[src/rtl/genomics_base_packer.sv]
// rtl/genomics_base_packer.sv - ASCII nucleotide to 2-bit base code packer (optional stats: GENOMICS_PACKER_STATS_EN)
module genomics_base_packer #(
    parameter int C_DATA_WIDTH = 512,
    parameter int C_IN_BYTES   = 4
) (
    input  logic                              clk,
    input  logic                              reset,
    output logic                              in_ready,
    input  logic                              in_avail,
    input  logic [8*C_IN_BYTES-1:0]           in_data,
    input  logic                              in_last,
    input  logic                              out_ready,
    output logic                              out_avail,
    output logic [C_DATA_WIDTH-1:0]           out_data,
    output logic                              out_last,
    output logic [$clog2(C_DATA_WIDTH/2):0]   out_count,
    output logic [31:0]                       invalid_count
);

    localparam int BASES     = C_DATA_WIDTH / 2;
    localparam int BPW       = BASES / C_IN_BYTES;
    localparam int BEAT_BITS = 2 * C_IN_BYTES;
    localparam int BCW       = (BPW > 1) ? $clog2(BPW) : 1;
    localparam int CW        = $clog2(BASES) + 1;

    typedef enum logic {
        FILLING = 1'b0,
        HOLDING = 1'b1
    } state_t;

    state_t                  state;
    logic [C_DATA_WIDTH-1:0] accum;
    logic [C_DATA_WIDTH-1:0] accum_next;
    logic [BCW-1:0]          beat_cnt;
    logic [BEAT_BITS-1:0]    beat_codes;
    logic [CW-1:0]           count_next;
    logic                    in_xfer;
    logic                    out_xfer;
    logic                    last_beat;
    logic                    word_done;

    // Case-insensitive ACGT mapping; anything else encodes as 0
    function automatic logic [1:0] encode_base(input logic [7:0] ch);
        logic [1:0] code;
        case (ch)
            8'h41, 8'h61: code = 2'd0;
            8'h43, 8'h63: code = 2'd1;
            8'h47, 8'h67: code = 2'd2;
            8'h54, 8'h74: code = 2'd3;
            default:      code = 2'd0;
        endcase
        return code;
    endfunction

    function automatic logic is_acgt(input logic [7:0] ch);
        logic ok;
        case (ch)
            8'h41, 8'h61, 8'h43, 8'h63,
            8'h47, 8'h67, 8'h54, 8'h74: ok = 1'b1;
            default:                    ok = 1'b0;
        endcase
        return ok;
    endfunction

    // The only stall source is a held word that downstream has not taken
    assign in_ready  = (state == FILLING) || out_ready;
    assign out_avail = (state == HOLDING);
    assign in_xfer   = in_ready && in_avail;
    assign out_xfer  = out_ready && out_avail;
    assign last_beat = (beat_cnt == BCW'(BPW - 1));
    assign word_done = in_xfer && (last_beat || in_last);
    assign count_next = CW'((int'(beat_cnt) + 1) * C_IN_BYTES);

    // Encode every character of the current beat; byte 0 is the earliest base
    always_comb begin
        beat_codes = '0;
        for (int j = 0; j < C_IN_BYTES; j++) begin
            beat_codes[2*j +: 2] = encode_base(in_data[8*j +: 8]);
        end
    end

    // Accumulator with this beat's codes dropped into the slot picked by beat_cnt
    always_comb begin
        accum_next = accum;
        for (int b = 0; b < BPW; b++) begin
            if (beat_cnt == BCW'(b)) begin
                accum_next[b*BEAT_BITS +: BEAT_BITS] = beat_codes;
            end
        end
    end

    // FILLING/HOLDING control, accumulator, beat counter and output holding register
    always_ff @(posedge clk or negedge reset) begin
        if (!reset) begin
            state     <= FILLING;
            accum     <= '0;
            beat_cnt  <= '0;
            out_data  <= '0;
            out_count <= '0;
            out_last  <= 1'b0;
        end else begin
            if (word_done) begin
                // A completing beat refills the holding register even while the
                // previous word is leaving in this same cycle
                state     <= HOLDING;
                out_data  <= accum_next;
                out_count <= count_next;
                out_last  <= in_last;
                accum     <= '0;
                beat_cnt  <= '0;
            end else begin
                if (in_xfer) begin
                    accum    <= accum_next;
                    beat_cnt <= beat_cnt + BCW'(1);
                end
                if (out_xfer) begin
                    state <= FILLING;
                end
            end
        end
    end

`ifdef GENOMICS_PACKER_STATS_EN
    localparam int IBW = $clog2(C_IN_BYTES + 1);

    logic [IBW-1:0] inv_beat;
    logic [32:0]    inv_sum;
    logic [31:0]    inv_reg;

    // Number of non-ACGT characters in the current beat and the widened running sum
    always_comb begin
        inv_beat = '0;
        for (int j = 0; j < C_IN_BYTES; j++) begin
            if (!is_acgt(in_data[8*j +: 8])) begin
                inv_beat = inv_beat + IBW'(1);
            end
        end
        inv_sum = {1'b0, inv_reg} + 33'(inv_beat);
    end

    // Saturating invalid-character counter, cleared only by reset
    always_ff @(posedge clk or negedge reset) begin
        if (!reset) begin
            inv_reg <= '0;
        end else if (in_xfer) begin
            inv_reg <= inv_sum[32] ? 32'hFFFF_FFFF : inv_sum[31:0];
        end
    end

    assign invalid_count = inv_reg;
`else
    assign invalid_count = 32'd0;
`endif

endmodule

[config.mk]
export PLATFORM = sky130hd
export DESIGN_NAME = genomics_base_packer
export DESIGN_NICKNAME = d
export VERILOG_FILES = /design/src/rtl/genomics_base_packer.sv
export SDC_FILE = /design/constraint.sdc
export NUM_CORES = 2
export LEC_CHECK = 0
export BUFFER_PORTS_ARGS = -buffer_cell sky130_fd_sc_hd__buf_2
export CAP_MARGIN = 5
export CORE_ASPECT_RATIO = 0.8
export CORE_MARGIN = 4
export CORE_UTILIZATION = 25
export DETAILED_ROUTE_END_ITERATION = 7
export GPL_TIMING_DRIVEN = 0
export PLACE_DENSITY_LB_ADDON = 0.3
export SETUP_SLACK_MARGIN = 0.5
export SYNTH_ARGS = -nofsm -noshare
export SYNTH_HDL_FRONTEND = slang
export SYNTH_SLANG_ARGS = --single-unit
[constraint.sdc]
create_clock -name clk -period 4.65 [get_ports clk]
set_input_delay 0.2325 -clock clk [delete_from_list [all_inputs] [get_ports clk]]
set_output_delay 0.2325 -clock clk [all_outputs]
set_load 0.01 [all_outputs]
# After elaboration in Yosys (flattened, before gate mapping)
# Index checks and enable logic that the tools add are counted.
[totals]
elab_cells = 190
ff_bits = 1039
input_bits = 37
output_inout_bits = 556
[op_classes]
eq_ne = 87
add_sub_neg = 2
bitwise_logic = 1
n_reduce_logical = 20
n_mux = 74
[op_table]
columns = ["cell", "n"]
rows = [
  ["two-way mux 512 bit", 2],
  ["two-way mux 8 bit", 64],
  ["equality test 6 bit, second input constant", 32],
  ["equality test 8 x 7 -> 1 bit, second input constant", 24],
  ["equality test 6 x 5 -> 1 bit, second input constant", 16],
  ["equality test 6 x 4 -> 1 bit, second input constant", 8],
  ["equality test 6 x 3 -> 1 bit, second input constant", 4],
  ["case mux 2 bit (3 select lines)", 4],
  ["OR reduction 2 bit", 12],
  ["equality test 6 x 2 -> 1 bit, second input constant", 2],
  ["two-way mux 6 bit", 2],
  ["adder 6 x 1 -> 7 bit, second input constant", 1],
  ["adder 6 x 1 -> 6 bit, second input constant", 1],
  ["equality test 6 x 1 -> 1 bit, second input constant", 1],
  ["zero test 6 bit", 1],
  ["nonzero test 2 bit", 2],
  ["logical AND 1 bit", 3],
  ["logical OR 1 bit", 2],
  ["two-way mux 1 bit", 2],
  ["inverter 1 bit", 1],
]

# Longest topological paths before layout
[depth]
ltp_word = 6
depth_mapped = 10
depth_no_buf = 6

# Worst setup path after synthesis
# OpenSTA, ideal clock, no wires.
[synth_path]
path_type = "register to register"
from = "reg beat_cnt[0]"
to = "reg out_data[152]"
arrival_time_ns = 1.945
period_less_slack_ns = 2.028
stages_incl_launch_ff = 11
setup_slack_ns = 2.622
path_buffers = 5
cell_sequence = "dfrtp_1 > ha_1 > and3_1 > buf_2 > o2111ai_4 > buf_6 > buf_6 > buf_6 > buf_6 > nand2_1 > o21ai_0"
[synth_via]
elab_chain_cells = 3
elab_cells_between_ends = 5
cone_classes = "eq/ne (2); mux (1); reduce/logical (2)"
[synth_lines]
columns = ["item", "line", "text"]
rows = [
  ["start: declaration", "34", "logic [BCW-1:0] beat_cnt;"],
  ["start signal: assignment", "114", "beat_cnt <= beat_cnt + BCW'(1);"],
  ["equality test 6 bit", "70", "assign last_beat = (beat_cnt == BCW'(BPW - 1));"],
  ["logical OR 1 bit", "71", "assign word_done = in_xfer && (last_beat || in_last);"],
  ["logical AND 1 bit", "71", ""],
  ["end signal: assignment", "106", "out_data <= accum_next;"],
  ["end: declaration", "14", "output logic [C_DATA_WIDTH-1:0] out_data,"],
]
# Parallel ways exist; a longest one is shown, timed or not.
# A chain may end at the register's enable or synchronous reset.

# Worst setup path after layout
[layout_path]
from = "reg state (netlist: out_avail)"
to = "reg out_data[510]"
[layout_via]
elab_chain_cells = 4
[layout_lines]
columns = ["item", "line", "text"]
rows = [
  ["start: declaration", "31", "state_t state;"],
  ["start signal: assignment", "95", "state <= FILLING;"],
  ["start signal: assignment", "105", "state <= HOLDING;"],
  ["start signal: assignment", "117", "state <= FILLING;"],
  ["inverter 1 bit", "66", "assign in_ready = (state == FILLING) || out_ready;"],
  ["logical OR 1 bit", "66", ""],
  ["logical AND 1 bit", "68", "assign in_xfer = in_ready && in_avail;"],
  ["logical AND 1 bit", "71", ""],
]
# No other way between the ends.

==> metrics <==
outcome=finished clean; HPWL after DPL=141700 um; per-instance average area after synthesis=11.47 um^2; area of the core=0.1748 mm^2; uppermost layer routed=met5; kind of critical path=reg2reg; worst-path maximum fanout=10; worst voltage drop across the vdd grid=0.2833 mV; mapped cell area=0.04409 mm^2; post-route insts no fill=6975; met2 wire length=87480 um; Clock Latency Late Sink=0.78 ns; maximum clock insertion buffer count=3; count of pins over their slew limit=0; number of setup buffers added after CTS=0; static leakage power=23.86 nW; total grt overflow=0; initial antenna violation count=10; CP endpoint=out_data[510]; number of warnings reported in the yosys synthesis log=0; commonest cells in the netlist=dfrtp_1 (1039), nand2_1 (569), mux2i_1 (432); cell types occupying the most area after synthesis=dfrtp_1 (59%), mux2i_1 (9.8%), o2bb2ai_1 (8.1%); count of routing violations after the opening detailed-route iteration=2888; Yosys cell types=51; power per cell area=378.3 mW/mm^2; worst hold path type=in2async; wl on met1=86730 um; clock tree from TritonCTS=done; global-route wire length before repair=273700 um; async set-or-reset flop fraction in the synthesized netlist=100.0%; final RePlAce weighted congestion=0.8613; library cell occupying the most area in the post-synthesis netlist=dfrtp_1; EDFF count, synth=0; CTS H-tree lvls=3; max-cap violation count=0; ratio of cells with drive above 1 in the final layout=21.74%; Overall Global Routing Usage=20.82%; cell chosen for the clock root=clkbuf_16; r2r endpoint=out_data[510]; Chip Width=477.5 um; Post-Route WL=196300 um; number of nets in the final layout=4624; floorplan die height=383.6 um; slew at the pin with the worst max-slew slack=1.338 ns; CTS clk-pin slew, worst paths=0.06 ns; DRC violation count after routing=0; number of placed I/O pins=593; number of global-route vias before repair=35.22k; required arrival time at the worst endpoint=5.26 ns; launching element of the worst setup path=out_avail; Final Hold Violating Endpoints=0; maximum number of pins on one net before global-route repair=166; timing-limited maximum frequency=0.2861 GHz; clk sinks=1039; Synth Register Bits=1039; synthesized instance count=3845; Antenna Nets Post-Route=0; data arrival time of the critical path=4.10 ns; max-slew headroom at the worst pin=10.80%; top flip-flop cell by instance count after synthesis=dfrtp_1; slack of the worst reg-to-reg path=1.16 ns; part of the Yosys area used for sequential elements=58.97%; most used standard cell by instance count after synthesis=dfrtp_1; final count of negative-setup-slack endpoints=0; fraction of post-synthesis cell area in the top cell type by area=58.97%; fin crit share=75.16%; Die Outline Area=0.1832 mm^2; vias post-DR=34.67k; shortest clock period the worst path allows after layout=3.495 ns; IO buf count=554; total instance count after detailed placement=6750; detailed-route vias per instance=4.970; category of the worst setup path capture point=flip-flop; area added between synthesis and finish=23.44%; critical path startpoint category=flip-flop; RR Startpoint=out_avail; setup clock skew after layout=0.04703 ns; post-detailed-route wirelength per cell=28.14 um; cts bufs inserted=115; length of routed met3 wiring=13670 um; setup TNS=0 ns; count of standard-cell rows=137; first-pass iteration count of the detailed router=5; logic depth of the worst register-to-register path=6; unrepaired setup endpoints after global routing=no; starting utilization of the core area=25.22%
-- sequential cells by signal (all words and copies together) (netlist names) --
name,flops
out_count,7
beat_cnt,6
out_last,1
out_data,512
accum,512
out_avail,1
-- where the power goes --
part	internal [W]	switching (W)	leakage, nW
combinational	0.000369	0.00114	7.53
sequential	0.00918	0.000128	14.4
clock	0.00567	0.00411	1.98
-- per-stage QoR --
stage / utilization (%) / setup WS, ns / hold WS (ns) / power [W] / cell area [um^2]
floorplan: - / 2.622 / -0.06309 / 0.01008 / 44220
global placement: 28.52 / -20.16 / 0.4586 / 0.01096 / 49860
detailed placement: 28.77 / 0.8174 / 0.1281 / 0.01099 / 50310
CTS: 31.12 / 1.020 / 0.02553 / 0.02082 / 54420
global route: 31.12 / 1.056 / 0.07303 / 0.02125 / 54420
finish: 31.13 / 1.155 / 0.08635 / 0.02059 / 54430
-- logic make-up (layout without fill, tap and decap cells) --
family | Yosys count | in the layout | synth area share [%]
other cells | 1 | 38 | 0.008505
fa+ha+maj | 4 | 4 | 0.1135
simple gates | 828 | 828 | 8.567
mux | 432 | 432 | 9.807
flops | 1039 | 1039 | 58.97
compound gates | 1199 | 1199 | 18.37
buf+inv | 338 | 1138 | 4.092
xor+xnor | 4 | 4 | 0.07944
-- placed cells by master, fill, tap and decap left out, types with 31 or more instances in the layout --
| cell type | Yosys | final |
|---|---|---|
| nand2_1 | 569 | 569 |
| mux2i_1 | 432 | 432 |
| buf_2 | 65 | 618 |
| o21ai_1 | 245 | 246 |
| o21ai_0 | 238 | 233 |
| nor2_1 | 90 | 90 |
| o2bb2ai_1 | 409 | 409 |
| buf_6 | 40 | 42 |
| nor2_4 | 39 | 39 |
| a21oi_1 | 163 | 163 |
| clkbuf_16 | 0 | 116 |
| dfrtp_1 | 1039 | 1039 |
| buf_4 | 41 | 49 |
| conb_1 | 1 | 34 |
| o21ai_2 | 27 | 31 |
| clkbuf_1 | 183 | 198 |
| a22o_1 | 96 | 96 |
-- how the worst min path moves through the flow --
| stage | slack (ns) | start | end |
|---|---|---|---|
| final | 0.09 | reset | out_data[328] |
| after global placement | 0.46 | out_data[142] | out_data[142] |
| after floorplan | -0.06 | reset | accum[0] |
| after CTS | 0.03 | in_data[27] | accum[6] |
| after global routing | 0.07 | in_data[27] | accum[6] |
| after detailed placement | 0.13 | reset | out_data[330] |
-- metal layers --
layer / vias to the layer above / global-route usage [%]
met5: - / 0
met4: 8 / 7.784
met3: 289 / 5.243
met2: 1234 / 32.00
met1: 17870 / 28.28
li1: 15260 / -
-- critical path: stages, from the launching register on --
cell	delay [ns]
dfrtp_1	0.44
nor2b_1	0.68
inv_2	0.35
o2111ai_4	0.44
buf_2	0.53
clkbuf_1	0.67
o21ai_1	0.17
-- cell type report --
cell class / instances / area [um^2]
antenna: 4 / 10.01
buffer: 331 / 1782
clock buffer: 159 / 3314
clock inverter: 53 / 690.7
fill: 18070 / 120400
inverter: 7 / 26.28
multi-input combinational: 2501 / 16430
sequential: 1039 / 26000
tap: 2293 / 2869
timing repair buffer: 588 / 3303
-- repair_timing --
action	CTS	global route
hold buffers	9	0
endpoints found under the setup margin	0	0
hold endpoints to repair	456	0
gates resized for setup	0	0
Note: power is estimated with default switching activity, not from simulation.
